[config.mk]
export PLATFORM = sky130hd
export DESIGN_NAME = conv_seq_ctrl
export DESIGN_NICKNAME = d
export VERILOG_FILES = /design/src/rtl/conv_seq_ctrl.sv
export SDC_FILE = /design/constraint.sdc
export NUM_CORES = 1
export LEC_CHECK = 0
export CORE_MARGIN = 2
export CORE_UTILIZATION = 30
export DETAILED_ROUTE_END_ITERATION = 8
export SLEW_MARGIN = 20
export SYNTH_ARGS = -nofsm -noshare
export SYNTH_HDL_FRONTEND = slang
export SYNTH_SLANG_ARGS = --single-unit
export TNS_END_PERCENT = 50
[constraint.sdc]
create_clock -name clk -period 2.48 [get_ports clk]
set_input_delay 0.372 -clock clk [delete_from_list [all_inputs] [get_ports clk]]
set_output_delay 0.372 -clock clk [all_outputs]
set_load 0.005 [all_outputs]
[src/rtl/conv_seq_ctrl.sv]
// conv_seq_ctrl: frame sequencer for the 2x2-kernel / 3x3-feature convolution
// datapath. It fetches 4 weights once per frame, then for each of the four
// outputs c11..c22 it fetches the matching 2x2 feature window and fires one
// accumulate cycle that routes all four lane products to that output.
//
// Handshake: start is a level request. It is sampled only in IDLE, and a frame
// begins on the first IDLE cycle that has start=1 and abort=0. busy covers every
// non-IDLE cycle. done is a single-cycle pulse that marks the DONE state. abort
// wins over everything: the next cycle is IDLE with no pending load enables.
module conv_seq_ctrl #(
  parameter int          ADDR_W = 8,
  parameter int unsigned W_BASE = 0,
  parameter int unsigned F_BASE = 4
) (
  input  logic              clk,
  input  logic              rst,
  input  logic              start,
  input  logic              abort,
  output logic              mem_rd_en,
  output logic [ADDR_W-1:0] mem_addr,
  output logic [3:0]        weight_en,
  output logic [3:0]        feature_en,
  output logic [3:0]        buff_mux_sel,
  output logic [7:0]        sel_demux,
  output logic [3:0]        acc_en,
  output logic              busy,
  output logic              done
);

  typedef enum logic [2:0] {
    S_IDLE   = 3'd0,
    S_LOAD_W = 3'd1,
    S_LOAD_F = 3'd2,
    S_WAIT   = 3'd3,
    S_ACC    = 3'd4,
    S_DONE   = 3'd5
  } state_t;

  localparam logic [ADDR_W-1:0] W_BASE_A = ADDR_W'(W_BASE);
  localparam logic [ADDR_W-1:0] F_BASE_A = ADDR_W'(F_BASE);

  state_t     state, state_next;
  logic [1:0] k, k_next;       // lane counter, 0..3 selects lanes 1..4
  logic [1:0] o, o_next;       // output index, 0=c11 .. 3=c22
  logic       rd_weight;       // the read issued this cycle is a weight read

  // Load pipeline: remembers which read was issued last cycle so that the
  // matching lane register captures data_in when it arrives.
  logic       pipe_v;
  logic       pipe_w;
  logic [1:0] pipe_k;

  // Feature window offset: row (i + k[1]) and column (j + k[0]) inside the 3x3 map.
  logic [1:0] f_row;
  logic [1:0] f_col;
  logic [3:0] f_off;

  // Position of the feature word for output o, lane k.
  always_comb begin
    f_row = {1'b0, o[1]} + {1'b0, k[1]};
    f_col = {1'b0, o[0]} + {1'b0, k[0]};
    f_off = (4'(f_row) * 4'd3) + 4'(f_col);
  end

  // State, lane counter and output index registers.
  always_ff @(posedge clk or posedge rst) begin
    if (rst) begin
      state <= S_IDLE;
      k     <= 2'd0;
      o     <= 2'd0;
    end else begin
      state <= state_next;
      k     <= k_next;
      o     <= o_next;
    end
  end

  // Next-state logic and the state-decoded outputs.
  always_comb begin
    state_next   = state;
    k_next       = k;
    o_next       = o;
    mem_rd_en    = 1'b0;
    mem_addr     = '0;
    rd_weight    = 1'b0;
    buff_mux_sel = 4'b0000;
    sel_demux    = 8'h00;
    acc_en       = 4'b0000;
    busy         = (state != S_IDLE);
    done         = 1'b0;

    case (state)
      S_IDLE: begin
        if (start && !abort) begin
          state_next = S_LOAD_W;
          k_next     = 2'd0;
          o_next     = 2'd0;
        end
      end
      S_LOAD_W: begin
        mem_rd_en = 1'b1;
        rd_weight = 1'b1;
        mem_addr  = W_BASE_A + ADDR_W'(k);
        k_next    = k + 2'd1;
        if (k == 2'd3) begin
          state_next = S_LOAD_F;
          k_next     = 2'd0;
        end
      end
      S_LOAD_F: begin
        mem_rd_en = 1'b1;
        mem_addr  = F_BASE_A + ADDR_W'(f_off);
        k_next    = k + 2'd1;
        if (k == 2'd3) begin
          state_next = S_WAIT;
        end
      end
      S_WAIT: begin
        // Last feature word is being captured by its lane this cycle.
        state_next = S_ACC;
      end
      S_ACC: begin
        buff_mux_sel = 4'b1111;
        sel_demux    = {4{o}};
        acc_en       = 4'b1000 >> o;
        if (o == 2'd3) begin
          state_next = S_DONE;
        end else begin
          o_next     = o + 2'd1;
          k_next     = 2'd0;
          state_next = S_LOAD_F;
        end
      end
      S_DONE: begin
        done       = 1'b1;
        state_next = S_IDLE;
      end
      default: begin
        state_next = S_IDLE;
      end
    endcase

    if (abort) begin
      state_next = S_IDLE;
      k_next     = 2'd0;
      o_next     = 2'd0;
    end
  end

  // Register the read that was just issued; abort drops it so no lane loads afterwards.
  always_ff @(posedge clk or posedge rst) begin
    if (rst) begin
      pipe_v <= 1'b0;
      pipe_w <= 1'b0;
      pipe_k <= 2'd0;
    end else begin
      pipe_v <= mem_rd_en && !abort;
      pipe_w <= rd_weight;
      pipe_k <= k;
    end
  end

  // One lane-enable bit per returning word; weights and features never collide.
  always_comb begin
    weight_en  = 4'b0000;
    feature_en = 4'b0000;
    if (pipe_v) begin
      if (pipe_w) begin
        weight_en = 4'b1000 >> pipe_k;
      end else begin
        feature_en = 4'b1000 >> pipe_k;
      end
    end
  end

endmodule

==> metrics.log, run 1 <==
[metrics] Sink Count: 11
[metrics] clock skew after layout: 0.00827 ns
[metrics] antenna violations before repair: 0
[metrics] cell area after synthesis: 1040 um^2
[metrics] number of buffers and inverters on the critical path: 3
[metrics] setup repair after global routing missed its margin: true
[metrics] total negative setup slack: -1.01 ns
[metrics] outcome: finished, violations left
[metrics] wire length of the first global-routing pass: 4060 um
[metrics] dominant synthesized flop cell: sky130_fd_sc_hd__dfrtp_1
[metrics] Inserted Diodes: 0
[metrics] gate count after technology mapping: 116
[metrics] die outline width: 63.0 um
[metrics] CTS clk-pin slew, worst paths: 0.08 ns
[metrics] Max rail drop VDD: 0.0964 mV
[metrics] static leakage: 0.700 nW
[metrics] flop2flop setup slack: 0.88 ns
[metrics] fraction of the yosys area taken by sequential cells: 26.4%
[metrics] worst endpoint required time: 2.11 ns
[metrics] Initial DRT Pass Iterations: 4
[metrics] layout cell share with drive strength beyond 1: 24.2%
[metrics] fmax: 354 MHz
[metrics] Clk Tree Root Cell: sky130_fd_sc_hd__clkbuf_4
[metrics] Cell Count, Final, Fillers Out: 199
[metrics] number of distinct library cell variants in the gate-level netlist after synthesis: 37
[metrics] Die Height: 63.0 um
[metrics] area overhead of the layout relative to synthesis: 43.8%
[metrics] post-route ant nets: 0
[metrics] cts bufs inserted: 3
[metrics] vias in the first global route: 873
[metrics] total routing usage reported by global routing: 12.7%
[metrics] highest-delay cell along the critical path: sky130_fd_sc_hd__fa_2
[metrics] WP data arrival: 2.45 ns
[metrics] biggest cell delay along the critical path: 0.38 ns
[metrics] per-instance average area after synthesis: 9.00 um^2
[metrics] fraction of post-synthesis cell area in the top cell type by area: 26.4%
[metrics] areal power density over the cells: 270 nW/um^2
[metrics] leading post-synthesis cells by cell area: sky130_fd_sc_hd__dfrtp_1 (26%), sky130_fd_sc_hd__ha_1 (14%), sky130_fd_sc_hd__buf_4 (9.4%)
[metrics] number of buffers added on ports: 35
[metrics] GR Overflow Total: 0
[metrics] latest clock arrival within the worst-skew pair: 0.27 ns
[metrics] maximum fanout along the worst path: 7
[metrics] Crit. End Element: output port
[metrics] final number of hold-violating endpoints: 0
[metrics] series of cell instances along the critical path: buf_4 -> inv_1 -> ha_1 -> ha_2 -> fa_2 -> xor2_2 -> ha_1 -> and2_4 -> buf_6
[metrics] warnings from Yosys: 0
[metrics] logic depth of the worst register-to-register path: 5
[metrics] count of flip-flops with a built-in enable after synthesis: 0
[metrics] number of cell rows: 21
[metrics] post-synthesis register bit count: 11
[metrics] area inside the core boundary: 3340 um^2
[metrics] largest net degree at the start of global routing: 14
[metrics] final routed wire length divided by cell count: 12.4 um
[metrics] CTS HTree Levels: 1
[metrics] number of buffers between clock root and the deepest sink: 2
[metrics] layout filler cell count: 336
[metrics] most repeated library cell on the critical path: sky130_fd_sc_hd__ha_1
[metrics] number of maximum-capacitance violations: 0
[metrics] post-synthesis cell type with the largest combined area: sky130_fd_sc_hd__dfrtp_1
[metrics] family of cells with the greatest summed delay on the critical path: adder cells
[metrics] last weighted congestion value of the routability-driven placer: 0.799
[metrics] number of remaining DRC errors: 0
[metrics] HPWL after DPL: 1920 um
[metrics] effective utilization at floorplan: 31.3%
[metrics] Critical Path Source: o[1]
[metrics] violations in the final reports: setup timing
[metrics] placed cell count: 194
[metrics] Max Transition Viols Final: 0
[metrics] number of top-level design ports: 39
[metrics] classification of the worst-slack hold path: input port to async pin
[metrics] Via Count: 930
[metrics] critical path type: flop to output port
[metrics] post-DR vias/cell: 4.67
[metrics] Die Outline Area: 3970 um^2
[metrics] shortest period the worst path allows: 2.83 ns
[metrics] total wirelength of the detailed-routed design: 2460 um
[metrics] Initial DRC Count: 17
[metrics] fin nets: 172
[metrics] critical register-to-register path endpoint: k[0]
[metrics] final setup violating endpoints: 4
[metrics] Final WS setup: -0.347 ns
[metrics] startpoint of the worst-slack reg-to-reg timing path: o[0]
[metrics] clock tree from TritonCTS: built
[metrics] instance count on the critical path: 9
[metrics] Critical Path Start Type: flop
[metrics] period utilization: 114%
[metrics] async set-or-reset flop fraction in the synthesized netlist: 100%
[metrics] critical path capture point: mem_addr[3]
-- metal layers --
layer	share of wire, %	track usage, %	vias up
met1	45	16.3	440
met3	4.5	1.98	4
li1	-	-	461
met4	1.6	5.00	0
met5	0	0	-
met2	49	21.4	25
-- stage by stage --
| stage | setup slack (ns) | area [um^2] | utilization (%) | hold WS, ns | power (mW) |
|---|---|---|---|---|---|
| after global routing | -0.468 | 1500 | 45.0 | 0.440 | 0.426 |
| after floorplan | 0.00799 | 1050 | - | 0.224 | 0.249 |
| after detailed placement | -0.473 | 1440 | 43.2 | 0.518 | 0.280 |
| final | -0.347 | 1500 | 45.0 | 0.398 | 0.405 |
| after global placement | -0.438 | 1440 | 43.2 | 0.512 | 0.279 |
| after CTS | -0.414 | 1470 | 44.0 | 0.423 | 0.403 |
-- area by class of cell --
type,count,area (um^2),share of cell area [%]
multi-input combinational,81,668,44.5
timing repair buffer,49,440,29.4
sequential,11,278,18.5
tap,46,57.6,3.84
inverter,8,30.0,2.00
clock buffer,4,26.3,1.75
-- placed cells by master (no fill, tap or decap), types with 2 or more instances in the layout --
master / count
sky130_fd_sc_hd__dfrtp_2: 2
sky130_fd_sc_hd__a21oi_1: 6
sky130_fd_sc_hd__buf_4: 14
sky130_fd_sc_hd__ha_1: 10
sky130_fd_sc_hd__a22o_1: 2
sky130_fd_sc_hd__nor2_1: 8
sky130_fd_sc_hd__conb_1: 3
sky130_fd_sc_hd__inv_1: 6
sky130_fd_sc_hd__nand2b_1: 5
sky130_fd_sc_hd__nand2_1: 5
sky130_fd_sc_hd__dfrtp_1: 9
sky130_fd_sc_hd__and3_1: 5
sky130_fd_sc_hd__nor3_1: 3
sky130_fd_sc_hd__nor4_1: 3
sky130_fd_sc_hd__nor3b_2: 2
sky130_fd_sc_hd__and2_1: 2
sky130_fd_sc_hd__a32o_1: 2
sky130_fd_sc_hd__buf_2: 3
sky130_fd_sc_hd__clkdlybuf4s50_1: 30
sky130_fd_sc_hd__o32ai_1: 2
sky130_fd_sc_hd__nor4b_1: 2
sky130_fd_sc_hd__inv_2: 2
sky130_fd_sc_hd__clkbuf_4: 3
-- synth_stat cells (2+ instances only) --
master,instances
sky130_fd_sc_hd__buf_2,3
sky130_fd_sc_hd__nor4b_1,3
sky130_fd_sc_hd__inv_1,8
sky130_fd_sc_hd__o32ai_1,2
sky130_fd_sc_hd__nand2_1,5
sky130_fd_sc_hd__fa_1,2
sky130_fd_sc_hd__a21oi_1,6
sky130_fd_sc_hd__nor4_1,3
sky130_fd_sc_hd__nor3b_2,2
sky130_fd_sc_hd__a22o_1,2
sky130_fd_sc_hd__and3_1,5
sky130_fd_sc_hd__buf_4,13
sky130_fd_sc_hd__a32o_1,2
sky130_fd_sc_hd__ha_1,12
sky130_fd_sc_hd__and2_1,3
sky130_fd_sc_hd__nor2_1,8
sky130_fd_sc_hd__nand2b_1,5
sky130_fd_sc_hd__nor3_1,3
sky130_fd_sc_hd__dfrtp_1,11
-- sequential cells by signal, summed over array words and instances, names as in the netlist --
signal,flops
pipe_v,1
pipe_k,2
pipe_w,1
k,2
state,3
o,2
-- power breakdown --
part	switching, mW	internal [mW]	total [mW]
clock network	0.0630	0.0623	0.125
logic	0.0407	0.0410	0.0817
registers	0.0109	0.187	0.198
-- kinds of logic (layout without fill, tap and decap cells) --
| group | count (synthesis) | after routing | share of synthesized area (%) |
|---|---|---|---|
| compound gates | 17 | 17 | 12.8 |
| xor+xnor | 2 | 2 | 1.68 |
| fa+ha+maj | 14 | 14 | 18.2 |
| buf+inv | 26 | 61 | 14.4 |
| flops | 11 | 11 | 26.4 |
| mux | 1 | 1 | 1.08 |
| other cells | 1 | 3 | 0.359 |
| simple gates | 44 | 44 | 25.1 |
-- repair_timing --
item                                    CTS  global route
hold buffers                              0             0
gates resized for setup                  19            10
buffers inserted                          0             1
pin swaps                                 4             2
endpoints found under the setup margin    5             4
-- worst min path at each step --
stage / to / slack (ns)
floorplan: k[0] / 0.22
global placement: pipe_k[0] / 0.51
detailed placement: pipe_k[0] / 0.52
CTS: state[1] / 0.42
global route: state[1] / 0.44
finish: state[1] / 0.40
Power figures use the tool's default switching activity.
==> run 2: changes to the inputs <==
Settings changed: CAP_MARGIN set to 40, SETUP_SLACK_MARGIN set to 0.2.
==> metrics.log, run 2 (synthesis gave the netlist of run 1 again) <==
[metrics] outcome: finished, violations left
[metrics] violations in the final reports: setup timing
[metrics] clock tree from TritonCTS: built
[metrics] total wirelength of the detailed-routed design: 2430 um (-1.3%)
[metrics] clock skew after layout: 0.0151 ns (+0.00683 ns)
[metrics] Sink Count: 11 (unchanged)
[metrics] final routed wire length divided by cell count: 12.3 um (-0.84%)
[metrics] hold buffer count at CTS: 0 (unchanged)
[metrics] total routing usage reported by global routing: 12.5% (-0.23 points)
[metrics] Inserted Diodes: 0 (unchanged)
[metrics] period utilization: 116% (+1.7 points)
[metrics] areal power density over the cells: 273 nW/um^2 (+1.3%)
[metrics] Cell Count, Final, Fillers Out: 198 (-0.50%)
[metrics] critical register-to-register path endpoint: state[1]
[metrics] most frequent cells in the layout: sky130_fd_sc_hd__clkdlybuf4s50_1 (30), sky130_fd_sc_hd__buf_4 (13), sky130_fd_sc_hd__ha_1 (10), sky130_fd_sc_hd__dfrtp_1 (9), sky130_fd_sc_hd__nor2_1 (8)
[metrics] final setup violating endpoints: 4 (unchanged)
[metrics] setup repair after global routing missed its margin: true
[metrics] placed cell count: 193 (-0.52%)
[metrics] WP data arrival: 2.50 ns (+0.05 ns)
[metrics] logic depth of the worst register-to-register path: 6 (+1)
[metrics] antenna violations before repair: 0 (unchanged)
[metrics] fmax: 349 MHz (-1.4%)
[metrics] Max Transition Viols Final: 0 (unchanged)
[metrics] last weighted congestion value of the routability-driven placer: 0.894 (+12%)
[metrics] Initial DRT Pass Iterations: 4 (unchanged)
[metrics] fraction of power spent switching nets: 28.1% (-0.18 points)
[metrics] cts bufs inserted: 3 (unchanged)
[metrics] post-DR vias/cell: 4.62 (-1.2%)
[metrics] Clk Tree Root Cell: sky130_fd_sc_hd__clkbuf_4
[metrics] number of maximum-capacitance violations: 0 (unchanged)
[metrics] CTS HTree Levels: 1 (unchanged)
[metrics] worst slack at placement: -0.433 ns (+0.0398 ns)
[metrics] commonest non-fill, non-tap cell in the layout: sky130_fd_sc_hd__clkdlybuf4s50_1
[metrics] layout cell share with drive strength beyond 1: 24.3% (+0.16 points)
[metrics] vias in the first global route: 864 (-1.0%)
[metrics] effective utilization at floorplan: 31.3% (unchanged)
[metrics] latest clock arrival within the worst-skew pair: 0.28 ns (about the same)
[metrics] Area after DPL: 1440 um^2 (-0.35%)
[metrics] area overhead of the layout relative to synthesis: 42.4%
[metrics] largest net degree at the start of global routing: 17 (+3)
[metrics] Crit. End Element: output port
[metrics] Via Count: 914 (-1.7%)
[metrics] worst endpoint required time: 2.11 ns (about the same)
[metrics] number of flip-flops in the largest register: 3 (unchanged)
[metrics] number of top-level design ports: 39 (unchanged)
[metrics] GR Overflow Total: 0 (unchanged)
[metrics] Critical Path Source: o[1]
[metrics] shortest period the worst path allows: 2.87 ns (+0.0414 ns)
[metrics] Layout Cell Area excl Fill: 1490 um^2 (-0.92%)
[metrics] Final WS setup: -0.388 ns (-0.0414 ns)
[metrics] fin nets: 171 (-0.58%)
[metrics] Die Outline Area: 3970 um^2 (unchanged)
[metrics] Die Height: 63.0 um (unchanged)
[metrics] number of buffers added on ports: 35 (unchanged)
[metrics] startpoint of the worst-slack reg-to-reg timing path: o[1]
[metrics] area inside the core boundary: 3340 um^2 (unchanged)
[metrics] number of buffers between clock root and the deepest sink: 2 (unchanged)
[metrics] Critical Path Start Type: flop
[metrics] number of cell rows: 21 (unchanged)
[metrics] Initial DRC Count: 9 (-8)
[metrics] layout filler cell count: 339 (+0.89%)
[metrics] wire length of the first global-routing pass: 4040 um (-0.35%)
[metrics] Max rail drop VDD: 0.201 mV (+110%)
[metrics] static leakage: 0.687 nW (-1.8%)
[metrics] cell internal pwr: 292 uW (+0.58%)
[metrics] number of remaining DRC errors: 0 (unchanged)
[metrics] P_sw: 114 uW (-0.29%)
[metrics] post-route ant nets: 0 (unchanged)
[metrics] maximum fanout along the worst path: 2 (-5)
[metrics] register with the highest flop count: state
[metrics] classification of the worst-slack hold path: input port to async pin
[metrics] post-layout utilization of the core: 44.5% (-0.41 points)
[metrics] combinational fraction of design power: 21.3% (+1.1 points)
[metrics] critical path type: flop to output port
[metrics] flop2flop setup slack: 0.84 ns (-0.04 ns)
[metrics] Clk pwr share: 30.7% (-0.2 points)
[metrics] total chip power: 406 uW (+0.33%)
[metrics] HPWL after DPL: 1930 um (+0.50%)
[metrics] critical path capture point: mem_addr[3]
[metrics] final number of hold-violating endpoints: 0 (unchanged)
[metrics] portion of total power attributed to sequential cells: 48.0% (-0.9 points)
[metrics] die outline width: 63.0 um (unchanged)
[metrics] CTS clk-pin slew, worst paths: 0.08 ns (about the same)
run 2: changes by cell type in the layout (fill, tap and decap cells not counted):
cell / delta
sky130_fd_sc_hd__clkbuf_2: +1
sky130_fd_sc_hd__nor4b_4: -1
sky130_fd_sc_hd__o21ai_1: -1
sky130_fd_sc_hd__nor4b_2: +1
sky130_fd_sc_hd__buf_4: -1
sky130_fd_sc_hd__nor3b_4: +1
sky130_fd_sc_hd__nor3b_2: -1
sky130_fd_sc_hd__dlygate4sd2_1: -1
sky130_fd_sc_hd__o21ai_0: +1
run 2: per-layer routing:
metal	GRT usage, %	vias to the layer above	wire length, um
li1	-	455	-
met1	16.9	437	1130
met2	20.2	22	1180
met3	3.60	0	118
met4	1.67	0	0
met5	0	-	0
run 2: final cells by class:
| type | instances | area, um^2 | share of cell area [%] |
|---|---|---|---|
| sequential | 11 | 278 | 18.7 |
| multi-input combinational | 81 | 666 | 44.8 |
| inverter | 8 | 30.0 | 2.02 |
| clock buffer | 4 | 26.3 | 1.77 |
| timing repair buffer | 48 | 429 | 28.9 |
| tap | 46 | 57.6 | 3.87 |
run 2: how the worst min path moves through the flow:
stage	start	end	slack [ns]	depth (start not counted)
2_1_floorplan	rst	k[0]	0.22	1
3_3_place_gp	k[0]	pipe_k[0]	0.51	1
3_5_place_dp	k[0]	pipe_k[0]	0.52	1
4_1_cts	rst	k[0]	0.40	2
5_1_grt	rst	k[0]	0.44	2
6_report	rst	k[0]	0.39	2
run 2: power by group through the flow:
stage | sequential [mW] | combinational [mW] | clock [mW]
6_report | 0.195 | 0.0865 | 0.125
5_1_grt | 0.196 | 0.0965 | 0.134
4_1_cts | 0.195 | 0.0857 | 0.130
3_5_place_dp | 0.198 | 0.0835 | 0
3_3_place_gp | 0.198 | 0.0816 | 0
2_1_floorplan | 0.197 | 0.0512 | 0
run 2: critical path, stage by stage (launching register included):
cell,delay [ns]
sky130_fd_sc_hd__dfrtp_2,0.42
sky130_fd_sc_hd__fa_1,0.57
sky130_fd_sc_hd__inv_2,0.05
sky130_fd_sc_hd__ha_4,0.15
sky130_fd_sc_hd__fa_2,0.34
sky130_fd_sc_hd__xor2_2,0.16
sky130_fd_sc_hd__ha_1,0.27
sky130_fd_sc_hd__and2_4,0.14
sky130_fd_sc_hd__buf_6,0.11
run 2: stage by stage:
| step | hold WS, ns | setup TNS, ns |
|---|---|---|
| after floorplan | 0.224 | 0 |
| after global placement | 0.512 | -1.27 |
| after detailed placement | 0.516 | -1.39 |
| after CTS | 0.403 | -1.38 |
| after global routing | 0.440 | -1.42 |
| final | 0.392 | -1.08 |
run 2: timing repair:
action,4_1_cts,5_1_grt
pin swaps,3,4
setup buffers,0,1
gates resized for setup,23,6
setup endpoints to repair,5,10
